<file path="config.mk">
export PLATFORM = sky130hd
export DESIGN_NAME = status_register
export DESIGN_NICKNAME = d
export VERILOG_FILES = /design/src/rtl/status_register.sv
export SDC_FILE = /design/constraint.sdc
export NUM_CORES = 1
export LEC_CHECK = 0
export ABC_CLOCK_PERIOD_IN_PS = 3700
export CORE_AREA = 2 2 84 86
export CTS_CLUSTER_SIZE = 40
export DETAILED_ROUTE_END_ITERATION = 16
export DIE_AREA = 0 0 86 88
export HOLD_SLACK_MARGIN = 0.15
export PLACE_DENSITY = 0.84
export SYNTH_ARGS = -nofsm -noshare
export SYNTH_HDL_FRONTEND = slang
export SYNTH_SLANG_ARGS = --single-unit
</file>
<file path="constraint.sdc">
create_clock -name clk -period 3.7 [get_ports clk]
set_input_delay 1.11 -clock clk [delete_from_list [all_inputs] [get_ports clk]]
set_output_delay 1.11 -clock clk [all_outputs]
set_load 0.01 [all_outputs]
</file>
<file path="src/rtl/status_register.sv">
// Producer of the {N,Z,C,V} status word: flags are computed from the execute-stage op,
// captured, then committed. Define STATUS_BYPASS_EN to expose captured flags combinationally.
module status_register #(
    parameter int WIDTH = 32
) (
    input  logic             clk,
    input  logic             rst,
    input  logic             upd_valid,
    input  logic [3:0]       exe_cmd,
    input  logic [WIDTH-1:0] op_a,
    input  logic [WIDTH-1:0] op_b,
    input  logic [WIDTH-1:0] result,
    input  logic             freeze,
    input  logic             flush,
    output logic [3:0]       status,
    output logic             status_pending
);

    localparam logic [3:0] CMD_MOV = 4'b0001;
    localparam logic [3:0] CMD_MVN = 4'b1001;
    localparam logic [3:0] CMD_ADD = 4'b0010;
    localparam logic [3:0] CMD_ADC = 4'b0011;
    localparam logic [3:0] CMD_SUB = 4'b0100;
    localparam logic [3:0] CMD_SBC = 4'b0101;
    localparam logic [3:0] CMD_AND = 4'b0110;
    localparam logic [3:0] CMD_ORR = 4'b0111;
    localparam logic [3:0] CMD_EOR = 4'b1000;

    logic       vld_p1;
    logic [3:0] flags_p1;
    logic [3:0] status_reg;
    logic [3:0] flags_p0;
    logic       listed_p0;
    logic       cin_fwd;
    logic       vin_fwd;

    function automatic logic cmd_listed(input logic [3:0] cmd);
        case (cmd)
            CMD_MOV, CMD_MVN, CMD_ADD, CMD_ADC, CMD_SUB,
            CMD_SBC, CMD_AND, CMD_ORR, CMD_EOR: cmd_listed = 1'b1;
            default:                            cmd_listed = 1'b0;
        endcase
    endfunction

    // Carry/borrow are evaluated one bit wider than the operands; bit WIDTH is the carry out.
    function automatic logic [3:0] calc_flags(
        input logic [3:0]       cmd,
        input logic [WIDTH-1:0] a,
        input logic [WIDTH-1:0] b,
        input logic [WIDTH-1:0] r,
        input logic             cin,
        input logic             vin
    );
        logic [WIDTH:0] ext;
        logic           n;
        logic           z;
        logic           c;
        logic           v;
        ext = '0;
        n   = r[WIDTH-1];
        z   = (r == '0);
        c   = cin;
        v   = vin;
        case (cmd)
            CMD_ADD, CMD_ADC: begin
                ext = {1'b0, a} + {1'b0, b} + {{WIDTH{1'b0}}, (cmd == CMD_ADC) & cin};
                c   = ext[WIDTH];
                v   = (a[WIDTH-1] == b[WIDTH-1]) && (r[WIDTH-1] != a[WIDTH-1]);
            end
            CMD_SUB, CMD_SBC: begin
                ext = {1'b0, a} - {1'b0, b} - {{WIDTH{1'b0}}, (cmd == CMD_SBC) & ~cin};
                c   = ~ext[WIDTH];
                v   = (a[WIDTH-1] != b[WIDTH-1]) && (r[WIDTH-1] != a[WIDTH-1]);
            end
            default: ;
        endcase
        calc_flags = {n, z, c, v};
    endfunction

    // Stage p0: flag computation, forwarding C/V from an uncommitted capture
    always_comb begin
        cin_fwd   = vld_p1 ? flags_p1[1] : status_reg[1];
        vin_fwd   = vld_p1 ? flags_p1[0] : status_reg[0];
        listed_p0 = cmd_listed(exe_cmd);
        flags_p0  = calc_flags(exe_cmd, op_a, op_b, result, cin_fwd, vin_fwd);
    end

    // Stage p1: capture; commit into the architectural register
    always_ff @(posedge clk) begin
        if (rst) begin
            vld_p1     <= 1'b0;
            status_reg <= 4'b0000;
        end else if (!freeze) begin
            vld_p1 <= upd_valid & ~flush & listed_p0;
            if (vld_p1) begin
                status_reg <= flags_p1;
            end
        end
    end

    always_ff @(posedge clk) begin
        if (!freeze) begin
            flags_p1 <= flags_p0;
        end
    end

`ifdef STATUS_BYPASS_EN
    assign status         = vld_p1 ? flags_p1 : status_reg;
    assign status_pending = 1'b0;
`else
    assign status         = status_reg;
    assign status_pending = vld_p1;
`endif

endmodule
</file>
==> results_tabular.tex, run 1 <==
\begin{tabular}{lr}
\hline
Metric & Value \\
\hline
\multicolumn{2}{l}{\textbf{Timing}} \\
\quad Total negative slack & 0 ns \\
\quad Final critical-path share of the clock period & 95.30\% \\
\quad Worst Tran Pin Value & 0.4831 ns \\
\quad Highest clock frequency the design can meet & 0.2836 GHz \\
\quad Final critical-path required period & 3.526 ns \\
\quad Finish-stage setup viols & 0 \\
\quad Max-slew headroom at the worst pin & 67.50\% \\
\quad Final clock skew & 0.003153 ns \\
\quad Final number of hold-violating endpoints & 0 \\
\quad Number of max-slew violations in the final report & 0 \\
\quad Setup repair after global routing missed its margin & false \\
\multicolumn{2}{l}{\textbf{GRT}} \\
\quad Total global routing track utilization & 17.32\% \\
\quad Number of antenna violations at the first check in global routing & 0 \\
\quad Overflow after GRT & 0 \\
\quad Wire length of the first global-routing pass & 10840 µm \\
\quad Vias in the first global route & 2740 \\
\quad Largest net degree at the start of global routing & 6 \\
\multicolumn{2}{l}{\textbf{Drt}} \\
\quad Final ANT Viol Nets & 0 \\
\quad Routed len/inst & 12.38 µm \\
\quad DRC & 0 \\
\quad Detailed-route vias per instance & 4.890 \\
\quad Count of vias placed by the detailed router & 2621 \\
\quad First-pass detailed-route iteration total & 4 \\
\quad Total wirelength of the detailed-routed design & 6637 µm \\
\quad Violation count after the first detailed-routing iteration & 38 \\
\multicolumn{2}{l}{\textbf{Floorplan}} \\
\quad Site row count & 30 \\
\quad IO Count & 110 \\
\quad Overall die area & 7568 µm² \\
\quad Area inside the core boundary & 6644 µm² \\
\quad Effective utilization at floorplan & 38.87\% \\
\quad Chip Height & 88 µm \\
\quad Chip Width & 86 µm \\
\multicolumn{2}{l}{\textbf{Yosys}} \\
\quad Post-synthesis average cell area & 7.779 µm² \\
\quad Simple-gate portion of the synthesized area & 15.41\% \\
\quad Share of flip-flops with an asynchronous set or reset & 0\% \\
\quad Sequential area share after synthesis & 8.527\% \\
\quad Count of state elements after synthesis & 9 \\
\quad Cell type contributing the most total cell area after synthesis & sky130\_fd\_sc\_hd\_\_ha\_1 \\
\quad Xor/xnor share of the synthesized area & 0.6783\% \\
\quad Dominant combinational cell family by area after synthesis & adder cells \\
\quad YS warnings & 0 \\
\quad Area of the mapped netlist & 2582 µm² \\
\quad Compound-Gate Fraction of Synth Area & 14.29\% \\
\quad Mux share of post-synthesis cell area & 1.938\% \\
\quad Adder-cell share of the synthesized area & 45.06\% \\
\quad Unique cell type count in the Yosys netlist & 47 \\
\quad Ys flop type & sky130\_fd\_sc\_hd\_\_dfxtp\_1 \\
\quad Mapped Nets & 530 \\
\quad Count of flip-flops with a built-in enable after synthesis & 4 \\
\quad Dominant cells by area after synthesis & sky130\_fd\_sc\_hd\_\_ha\_1, sky130\_fd\_sc\_hd\_\_inv\_1, sky130\_fd\_sc\_hd\_\_edfxtp\_1 \\
\quad Synth Instances & 332 \\
\quad Area share of the largest cell type after synthesis & 45.06\% \\
\multicolumn{2}{l}{\textbf{Critical path}} \\
\quad Critical path endpoint & flags\_p1[1] \\
\quad Critical register-to-register path endpoint & flags\_p1[1] \\
\quad Launching element of the worst setup path & exe\_cmd[2] \\
\quad Crit path kind & input port to flip-flop \\
\quad Critical path peak fanout & 4 \\
\quad Required time at the endpoint of the critical path & 3.68 ns \\
\quad Worst reg-to-reg setup slack & 0.95 ns \\
\quad Arr. time, crit path & 3.51 ns \\
\quad Depth of the most critical reg-to-reg path & 12 \\
\quad Kind of capture point of the worst setup path & flip-flop \\
\quad Worst setup SP type & input port \\
\quad Worst flop-to-flop path startpoint & status\_pending \\
\multicolumn{2}{l}{\textbf{Power}} \\
\quad Worst VDD drop & 0.07778 mV \\
\quad Leakage dissipation & 1.950 nW \\
\quad Total power draw & 621.6 µW \\
\quad Power Density & 159.0 nW/µm² \\
\multicolumn{2}{l}{\textbf{Placement}} \\
\quad Port Buf Inserts & 109 \\
\quad Post-DP HPWL & 6123 µm \\
\quad Count of placed standard cells including taps & 532 \\
\quad Gpl congestion & 0.9241 \\
\multicolumn{2}{l}{\textbf{CTS}} \\
\quad Clock tree from TritonCTS & built \\
\quad Level count of the clock H-tree & 1 \\
\quad Post-CTS clock slew at the launch and capture registers of the worst setup and hold paths & 0.05 ns \\
\quad Sinks on Clock Net & 9 \\
\quad Total CTS buffers & 3 \\
\quad Post-CTS setup buffer count & 0 \\
\quad CTS root buf & sky130\_fd\_sc\_hd\_\_clkbuf\_8 \\
\quad Clock latency at the later pin of the worst-skew pair & 0.23 ns \\
\quad Largest buffer count on any clock path & 2 \\
\multicolumn{2}{l}{\textbf{Finish}} \\
\quad Most used cells in the layout excluding fill and tap cells & sky130\_fd\_sc\_hd\_\_clkdlybuf4s50\_1, sky130\_fd\_sc\_hd\_\_ha\_1, sky130\_fd\_sc\_hd\_\_inv\_1 \\
\quad Filler instances & 592 \\
\quad Number of standard cells in the layout, taps in and fillers out & 536 \\
\quad Most common library cell in the layout ignoring fill and taps & sky130\_fd\_sc\_hd\_\_clkdlybuf4s50\_1 \\
\quad Antenna diode count & 0 \\
\quad Area growth syn-to-layout & 51.41\% \\
\quad Fraction of layout instances using a drive strength above 1 & 6.579\% \\
\quad Fraction of the core area covered by cells at the end of the flow & 58.85\% \\
\quad Number of nets at the end of the flow & 655 \\
\multicolumn{2}{l}{\textbf{Flow run}} \\
\quad Number of max-cap violations & 0 \\
\multicolumn{2}{l}{\textbf{Run status}} \\
\quad Result of the run & finished clean \\
\multicolumn{2}{l}{\textbf{Worst hold path}} \\
\quad Type of the most critical hold path & flip-flop to flip-flop \\
\hline
\end{tabular}
-- per-stage QoR --
stage | instance area (µm²) | hold slack, ns | setup slack (ns)
6_report | 3910 | 0.4900 | 0.1737
5_1_grt | 3910 | 0.5313 | 0.01364
4_1_cts | 3905 | 0.4922 | 0.09176
3_5_place_dp | 3860 | 0.4818 | -0.1324
3_3_place_gp | 3860 | 0.4716 | -0.07889
2_1_floorplan | 2582 | 0.4563 | 0.4095
-- worst min path at each step --
stage / from / to / slack, ns / cells past startpoint
2_1_floorplan: flags_p1[0] / status[0] / 0.46 / 2
3_3_place_gp: flags_p1[2] / status[2] / 0.47 / 2
3_5_place_dp: flags_p1[2] / status[2] / 0.48 / 2
4_1_cts: flags_p1[2] / status[2] / 0.49 / 2
5_1_grt: flags_p1[3] / status[3] / 0.53 / 2
6_report: flags_p1[2] / status[2] / 0.49 / 2
-- synthesized netlist by cell type (all sizes together), types with 2 or more instances --
cell type / instances
inv: 94
ha: 93
a21oi: 22
nor2: 17
nand2: 13
nor4: 12
nor3: 7
o21ai: 7
nand3: 6
dfxtp: 5
mux2i: 5
nand4: 5
a21o: 4
and4: 4
edfxtp: 4
o31ai: 4
a211oi: 3
a31oi: 3
a221oi: 2
nor3b: 2
o21bai: 2
-- cell type report --
| cell class | instances | area, µm² | share of cell area [%] |
|---|---|---|---|
| repair buffers | 122 | 1189 | 30.40 |
| flip-flops and latches | 9 | 220.2 | 5.632 |
| inverters | 94 | 352.8 | 9.024 |
| well taps | 80 | 100.1 | 2.560 |
| multi-input cells | 227 | 2003 | 51.23 |
| clock buffers | 4 | 45.04 | 1.152 |
-- cell families after synthesis --
group | after synthesis
buffers and inverters | 96
adders and majority gates | 93
and+or+nand+nor | 72
AOI/OAI and AO/OA | 55
DFF | 9
muxes | 5
xor gates and xnor gates | 2
-- power by group --
part / total (mW) / switching [mW] / internal (mW)
clock network: 0.114 / 0.0389 / 0.0751
logic: 0.396 / 0.174 / 0.222
registers: 0.111 / 0.00227 / 0.109
-- per-layer routing --
layer | vias up | global-route usage (%) | wire (µm)
met4 | 0 | 3.896 | 31
met2 | 66 | 35.17 | 3605
met3 | 4 | 2.356 | 321
met1 | 1176 | 18.74 | 2679
met5 | - | 0 | 0
li1 | 1375 | - | -
-- worst max-delay path, stage by stage --
cell                              delay, ns
sky130_fd_sc_hd__clkdlybuf4s50_1       0.50
sky130_fd_sc_hd__nor3b_2               0.22
sky130_fd_sc_hd__nand3_1               0.10
sky130_fd_sc_hd__ha_1                  0.29
sky130_fd_sc_hd__a21o_1                0.16
sky130_fd_sc_hd__ha_1                  0.27
sky130_fd_sc_hd__nand2_1               0.06
sky130_fd_sc_hd__a31oi_1               0.08
sky130_fd_sc_hd__o31ai_1               0.21
sky130_fd_sc_hd__a31oi_1               0.14
sky130_fd_sc_hd__nor3_2                0.14
sky130_fd_sc_hd__xor2_1                0.17
sky130_fd_sc_hd__o21ai_1               0.07
-- repair_timing --
item	CTS	global route
hold endpoints to repair	0	0
resized for setup	0	1
hold buffers	0	0
endpoints found under the setup margin	0	1
(Power assumes the default switching activity.)
==> inputs of run 2 (changes only) <==
--- a/config.mk
+++ b/config.mk
@@ -10,8 +10,9 @@
 export CTS_CLUSTER_SIZE = 40
 export DETAILED_ROUTE_END_ITERATION = 16
 export DIE_AREA = 0 0 86 88
+export DONT_BUFFER_PORTS = 1
 export HOLD_SLACK_MARGIN = 0.15
-export PLACE_DENSITY = 0.84
+export PLACE_DENSITY = 0.63
 export SYNTH_ARGS = -nofsm -noshare
 export SYNTH_HDL_FRONTEND = slang
 export SYNTH_SLANG_ARGS = --single-unit
==> results_tabular.tex, run 2 (same netlist as run 1, synthesis figures left out) <==
\begin{tabular}{lr}
\hline
Metric & Value \\
\hline
\multicolumn{2}{l}{\textbf{Power}} \\
\quad Leakage dissipation & 1.466 nW \\
\quad Power Density & 173.2 nW/µm² \\
\quad Worst VDD drop & 0.1193 mV \\
\quad Total power draw & 471.8 µW \\
\multicolumn{2}{l}{\textbf{Timing}} \\
\quad Final critical-path share of the clock period & 84.14\% \\
\quad Final number of hold-violating endpoints & 0 \\
\quad Max-slew headroom at the worst pin & 69.48\% \\
\quad Setup WS post-layout & 0.5870 ns \\
\quad Total negative slack & 0 ns \\
\quad Number of max-slew violations in the final report & 0 \\
\quad Setup repair after global routing missed its margin & false \\
\quad Worst Tran Pin Value & 0.4463 ns \\
\quad Final clock skew & 0.001471 ns \\
\quad Final critical-path required period & 3.113 ns \\
\quad Finish-stage setup viols & 0 \\
\quad Highest clock frequency the design can meet & 0.3212 GHz \\
\multicolumn{2}{l}{\textbf{GRT}} \\
\quad Overflow after GRT & 0 \\
\quad Global routing usage on met3 & 3.205\% \\
\quad Vias in the first global route & 2201 \\
\quad Met2 global-route usage & 25.09\% \\
\quad Total global routing track utilization & 14.05\% \\
\quad Wire length of the first global-routing pass & 8921 µm \\
\quad Layer with the highest usage & met2 \\
\quad GR Util met1 & 17.74\% \\
\quad Number of antenna violations at the first check in global routing & 0 \\
\quad Largest net degree at the start of global routing & 6 \\
\multicolumn{2}{l}{\textbf{CTS}} \\
\quad Largest buffer count on any clock path & 2 \\
\quad Clock latency at the later pin of the worst-skew pair & 0.23 ns \\
\quad Clock tree from TritonCTS & built \\
\quad Total CTS buffers & 3 \\
\quad CTS root buf & sky130\_fd\_sc\_hd\_\_clkbuf\_8 \\
\quad Sinks on Clock Net & 9 \\
\quad Post-CTS setup buffer count & 0 \\
\quad Total of hold buffers inserted after clock tree synthesis & 0 \\
\quad Post-cts repair resize count & 0 \\
\quad Post-CTS clock slew at the launch and capture registers of the worst setup and hold paths & 0.04 ns \\
\quad Level count of the clock H-tree & 1 \\
\multicolumn{2}{l}{\textbf{Drt}} \\
\quad DRC & 0 \\
\quad Violation count after the first detailed-routing iteration & 34 \\
\quad First-pass detailed-route iteration total & 4 \\
\quad Final ANT Viol Nets & 0 \\
\quad Routed len/inst & 12.93 µm \\
\quad Total wirelength of the detailed-routed design & 5365 µm \\
\quad Detailed-route vias per instance & 5.123 \\
\quad Count of vias placed by the detailed router & 2126 \\
\multicolumn{2}{l}{\textbf{Placement}} \\
\quad Setup Slack @ Placement & 0.3409 ns \\
\quad Port Buf Inserts & 0 \\
\quad Count of placed standard cells including taps & 411 \\
\quad Post-DP HPWL & 5020 µm \\
\quad Placed instance area & 2679 µm² \\
\quad Gpl congestion & 0.8539 \\
\multicolumn{2}{l}{\textbf{Worst hold path}} \\
\quad Type of the most critical hold path & flip-flop to flip-flop \\
\quad Worst Hold Depth & 2 \\
\multicolumn{2}{l}{\textbf{Finish}} \\
\quad Filler instances & 682 \\
\quad Number of nets at the end of the flow & 534 \\
\quad Area growth syn-to-layout & 5.475\% \\
\quad Antenna diode count & 0 \\
\quad Number of standard cells in the layout, taps in and fillers out & 415 \\
\quad Most used cells in the layout excluding fill and tap cells & sky130\_fd\_sc\_hd\_\_ha\_1, sky130\_fd\_sc\_hd\_\_inv\_1, sky130\_fd\_sc\_hd\_\_a21oi\_1 \\
\quad Final standard cell area without fillers & 2724 µm² \\
\quad Most common library cell in the layout ignoring fill and taps & sky130\_fd\_sc\_hd\_\_ha\_1 \\
\quad Fraction of layout instances using a drive strength above 1 & 5.075\% \\
\multicolumn{2}{l}{\textbf{Floorplan}} \\
\quad Overall die area & 7568 µm² \\
\quad Chip Width & 86 µm \\
\quad Area inside the core boundary & 6644 µm² \\
\quad Site row count & 30 \\
\quad IO Count & 110 \\
\quad Effective utilization at floorplan & 38.87\% \\
\quad Chip Height & 88 µm \\
\multicolumn{2}{l}{\textbf{Critical path}} \\
\quad Depth of the most critical reg-to-reg path & 12 \\
\quad Kind of capture point of the worst setup path & flip-flop \\
\quad Worst path cell trace & nor3b\_1 -> nand3\_1 -> ha\_1 -> a21o\_1 -> ha\_1 -> nand2\_1 -> a31oi\_1 -> o31ai\_1 -> a31oi\_1 -> nor3\_2 -> xor2\_1 -> o21ai\_1 \\
\quad Required time at the endpoint of the critical path & 3.67 ns \\
\quad Crit path kind & input port to flip-flop \\
\quad Critical path peak fanout & 5 \\
\quad Crit path max-delay cell type & sky130\_fd\_sc\_hd\_\_ha\_1 \\
\quad Arr. time, crit path & 3.09 ns \\
\quad Highest cell delay on the worst timing path & 0.29 ns \\
\quad Worst reg-to-reg setup slack & 0.89 ns \\
\quad Worst setup SP type & input port \\
\multicolumn{2}{l}{\textbf{Run status}} \\
\quad Result of the run & finished clean \\
\multicolumn{2}{l}{\textbf{Flow run}} \\
\quad Number of max-cap violations & 0 \\
\hline
\end{tabular}
[run 2: worst max-delay path: cells and delay by family]
| kind | cells | cell delay [ns] |
|---|---|---|
| AND/OR/NAND/NOR | 4 | 0.60 |
| XOR/XNOR | 1 | 0.16 |
| AO/OA/AOI/OAI | 5 | 0.66 |
| adder cells (fa/ha/maj) | 2 | 0.55 |
[run 2: area by class of cell]
| cell class | instances | area, µm² | area share (%) |
|---|---|---|---|
| clock buffer | 4 | 45.04 | 1.654 |
| sequential | 9 | 220.2 | 8.085 |
| timing repair buffer | 1 | 7.507 | 0.2756 |
| multi-input combinational | 227 | 1998 | 73.36 |
| inverter | 94 | 352.8 | 12.95 |
| tap | 80 | 100.1 | 3.675 |
[run 2: path summary, 6_finish.rpt]
check | start | endpoint
worst max register to register | status_pending | flags_p1[1]
worst min register to register | flags_p1[0] | status[0]
worst min-delay path | flags_p1[0] | status[0]
worst max-delay path | exe_cmd[1] | flags_p1[1]
[run 2: layer usage]
metal	up-vias	routed length, µm	share of wire (%)
met4	0	11	0.21
li1	1126	-	-
met1	944	2343	44
met5	-	0	0
met2	54	2626	49
met3	2	383	7.1
[run 2: where the power goes]
| part | switching [mW] | internal (mW) |
|---|---|---|
| sequential | 0.00306 | 0.109 |
| combinational | 0.136 | 0.113 |
| clock | 0.0365 | 0.0749 |
[run 2: metrics by stage]
| step | util (%) | hold WS, ns |
|---|---|---|
| 2_1_floorplan | - | 0.4563 |
| 3_3_place_gp | 40.32 | 0.4867 |
| 3_5_place_dp | 40.32 | 0.4895 |
| 4_1_cts | 41.00 | 0.5197 |
| 5_1_grt | 41.00 | 0.5386 |
| 6_report | 41.00 | 0.5203 |
==> RTL change 1: new RTL, config.mk and constraints of run 1 <==
The parameter `WIDTH` goes from 32 to 36.
--- a/src/rtl/status_register.sv
+++ b/src/rtl/status_register.sv
@@ -3,3 +3,3 @@
 module status_register #(
-    parameter int WIDTH = 32
+    parameter int WIDTH = 36
 ) (
Ports: changed (resized op_a, op_b and result); port bits go from 110 to 122. The function was not compared with the original's and may differ.
==> RTL change 1 against run 1 <==
Core utilization rose by 5.5 points; sequential cell count unchanged; wire length is 9.6% higher; die area unchanged; non-clock buffer count grew 10; design area rose by 9.3%; setup slack better by 0.082 ns; synthesized area increased by 10%; count of clock-buffer cells in the layout stayed put; final cell count is 9.0% higher; synthesized cell count increased by 11%; power increased by 4.9%; sequential share of layout area is 0.48 points lower; critical path depth did not move; largest cell class unchanged; largest power group unchanged.
==> RTL change 1: results (changes against run 1) <==
.. list-table::
   :header-rows: 1

   * - Metric
     - Value
   * - Global-route wire length before repair
     - 12300 µm (was 10800 µm)
   * - Total number of vias
     - 2922 (was 2621)
   * - Critical path arrival
     - 3.55 ns (was 3.51 ns)
   * - Max Clock Skew
     - 0.00512 ns (was 0.00315 ns)
   * - Post-Syn Instances
     - 370 (was 332)
   * - Net count of the mapped netlist
     - 591 (was 530)
   * - Register area share after synthesis
     - 7.75% (was 8.53%)
   * - Cell types with the highest counts after synthesis
     - inv_1, ha_1, a21oi_1 (was ha_1, inv_1, a21oi_1)
   * - R2r setup slk
     - 1.05 ns (was 0.95 ns)
   * - Worst-path fanout max
     - 2 (was 4)
   * - Number of design-rule violations left by the first detailed-router iteration
     - 54 (was 38)
   * - Layout Nets
     - 726 (was 655)
   * - Total global routing track utilization
     - 19.5% (was 17.3%)
   * - Vias in the first global route
     - 3008 (was 2740)
   * - Detail Placement HPWL
     - 6690 µm (was 6120 µm)
   * - Final weighted congestion of routability-driven global placement
     - 0.848 (was 0.924)
   * - Total placed cells including tap cells
     - 580 (was 532)
   * - Top cell type's share of synthesized area
     - 45.8% (was 45.1%)
   * - Fill cell total of the finished layout
     - 583 (was 592)
   * - Cell types with the largest area share after synthesis
     - ha_1, inv_1, edfxtp_1 (unchanged)
   * - Fraction of final layout cells with drive strength greater than 1
     - 4.17% (was 6.58%)
   * - Final critical delay including setup and external delays
     - 3.44 ns (was 3.53 ns)
   * - Transition at the pin with the smallest max-transition slack
     - 0.468 ns (was 0.483 ns)
   * - Run status
     - complete, no violations (unchanged)
   * - Pre-CTS setup slack
     - -0.160 ns (was -0.132 ns)
   * - CP peak stage delay
     - 0.47 ns (was 0.50 ns)
   * - Distinct cells, synth
     - 40 (was 47)
## RTL change 1: cell count changes after synthesis, moves of 3 or more
cell | run 1 | this run
ha_1 | 93 | 104
inv_1 | 89 | 106
inv_2 | 5 | 0
nor4_1 | 11 | 16
o21ai_0 | 2 | 14
o21ai_1 | 4 | 1
## RTL change 1: power by group
group	internal, mW	leakage (nW)	switching (mW)
Sequential	0.109	0.0801	0.00209
Clock	0.0754	0.0228	0.0428
Combinational	0.239	2.03	0.185
Total	0.423	2.13	0.230
## RTL change 1: final cells by class
cell class              count  area, µm²  share of cell area [%]
repair buffers            132       1290                    30.3
inverters                 106        398                    9.31
flip-flops and latches      9        220                    5.15
well taps                  80        100                    2.34
clock buffers               4       45.0                    1.05
multi-input cells         253       2220                    51.9
## RTL change 1: layer usage
layer | global-route usage (%) | vias to the layer above | wire length [µm]
met4 | 3.61 | 0 | 60
met3 | 1.60 | 7 | 252
li1 | - | 1527 | -
met2 | 37.1 | 67 | 3660
met1 | 23.9 | 1321 | 3300
met5 | 0 | - | 0
## RTL change 1: how the worst min path moves through the flow
stage / start / endpoint / slack (ns) / depth (start not counted)
global route: flags_p1[3] / status[3] / 0.53 / 2
global placement: flags_p1[0] / status[0] / 0.46 / 2
floorplan: flags_p1[0] / status[0] / 0.46 / 2
CTS: flags_p1[0] / status[0] / 0.49 / 2
finish: flags_p1[3] / status[3] / 0.49 / 2
detailed placement: flags_p1[0] / status[0] / 0.48 / 2
## RTL change 1: logic make-up after synthesis
family / share of synthesized area [%]
compound gates: 14.9
simple gates: 14.8
flops: 7.75
xor+xnor: 0.617
fa+ha+maj: 45.8
mux: 1.76
buf+inv: 14.4
## RTL change 1: worst min-delay path: stages (launching register included)
cell	delay, ns
edfxtp_1	0.31
mux2i_1	0.06
nor2_1	0.08
==> RTL change 2: new RTL, config.mk and constraints of run 1 <==
Without the edit above. Register the output `status` once more, with the module's reset; this adds one clock of latency there. The other outputs are not delayed to match.
--- a/src/rtl/status_register.sv
+++ b/src/rtl/status_register.sv
@@ -110,3 +110,9 @@
 `else
-    assign status         = status_reg;
+    always_ff @(posedge clk) begin
+        if (rst) begin
+            status <= '0;
+        end else begin
+            status <= status_reg;
+        end
+    end
     assign status_pending = vld_p1;
Behaviour: not the same (a bounded check fails within 4 cycles, from zero or initial values and one cycle with rst high).
==> RTL change 2 against run 1 <==
Sequential cell count grew 4; clock skew shrank 0.00065 ns; power grew 9.7%; setup slack gained 0.0059 ns; non-clock buffer count is the same; wire length shrank 1.7%; design area grew 3.2%; synthesized area grew 4.5%; critical path type unchanged; critical endpoint unchanged; largest cell class unchanged; largest power group unchanged.
==> RTL change 2: results (changes against run 1) <==
.. list-table::
   :header-rows: 1

   * - Metric
     - Value
   * - Run status
     - complete, no violations (unchanged)
   * - Met3 layer wire length in the routed design
     - 266 µm (was 321 µm)
   * - Power Sequential
     - 0.153 mW (was 0.111 mW)
   * - Met3 routing resource usage after global routing
     - 2.07% (was 2.36%)
   * - Cell types with the largest area share after synthesis
     - ha_1, inv_1, dfxtp_1 (was ha_1, inv_1, edfxtp_1)
   * - Maximum number of pins on one net before global-route repair
     - 10 (was 6)
   * - Seq/total area
     - 7.44% (was 5.63%)
   * - Power density cells
     - 169 nW/µm² (was 159 nW/µm²)
   * - Routed length on met1
     - 2740 µm (was 2680 µm)
   * - Multi-input gates
     - 236 (was 227)
   * - GR met2 Demand/Resource
     - 33.6% (was 35.2%)
   * - Post-layout power
     - 0.682 mW (was 0.622 mW)
   * - Cell types with the highest counts after synthesis
     - inv_1, ha_1, a21oi_1 (was ha_1, inv_1, a21oi_1)
   * - Post-Syn Instances
     - 346 (was 332)
   * - Worst-path fanout max
     - 2 (was 4)
   * - Total global routing track utilization
     - 17.0% (was 17.3%)
   * - Transition at the pin with the smallest max-transition slack
     - 0.436 ns (was 0.483 ns)
   * - Proportion of cell area spent on the clock network
     - 1.12% (was 1.15%)
   * - Layout Nets
     - 669 (was 655)
   * - Final weighted congestion of routability-driven global placement
     - 0.894 (was 0.924)
   * - Inverters, non-clock
     - 95 (was 94)
   * - Layout area overhead
     - 49.6% (was 51.4%)
   * - M1 GR Usage
     - 19.4% (was 18.7%)
   * - Net count of the mapped netlist
     - 544 (was 530)
   * - Distinct cells, synth
     - 44 (was 47)
   * - Vias in the first global route
     - 2714 (was 2740)
   * - Metal2 WL
     - 3450 µm (was 3610 µm)
   * - Logic power comb
     - 0.403 mW (was 0.396 mW)
   * - Routed via count divided by cell count
     - 4.88 (was 4.89)
   * - Register area share after synthesis
     - 11.1% (was 8.53%)
   * - CP peak stage delay
     - 0.44 ns (was 0.50 ns)
   * - Number of design-rule violations left by the first detailed-router iteration
     - 53 (was 38)
   * - Maximum resistive drop on vdd
     - 0.112 mV (was 0.0778 mV)
   * - Fill cell total of the finished layout
     - 570 (was 592)
[RTL change 2: changes by cell type in the layout (fill, tap and decap cells not counted), sizes merged, moves of 4 or more]
| cell | before | now |
|---|---|---|
| nor2b | 1 | 7 |
| dfxtp | 5 | 9 |
| o21ai | 7 | 12 |
| a21oi | 22 | 28 |
| nor3 | 7 | 2 |
[RTL change 2: cells by family after synthesis]
group	Yosys count	synth area share, %
fa+ha+maj	93	43.1
xor+xnor	2	0.649
mux	5	1.90
flops	13	11.1
compound gates	61	14.1
buf+inv	97	13.5
simple gates	75	15.6
[RTL change 2: timing repair]
action                                  CTS  global route
endpoints found under the setup margin    0             1
hold endpoints to repair                  0             0
gates resized for setup                   0             3
[RTL change 2: worst paths after layout]
kind                   from           to  slack, ns  cells past startpoint
max reg2reg  status_pending  flags_p1[1]       0.91                     13
max              exe_cmd[1]  flags_p1[1]       0.18                     15
min reg2reg   status_reg[2]    status[2]       0.47                      1
min           status_reg[2]    status[2]       0.47                      1
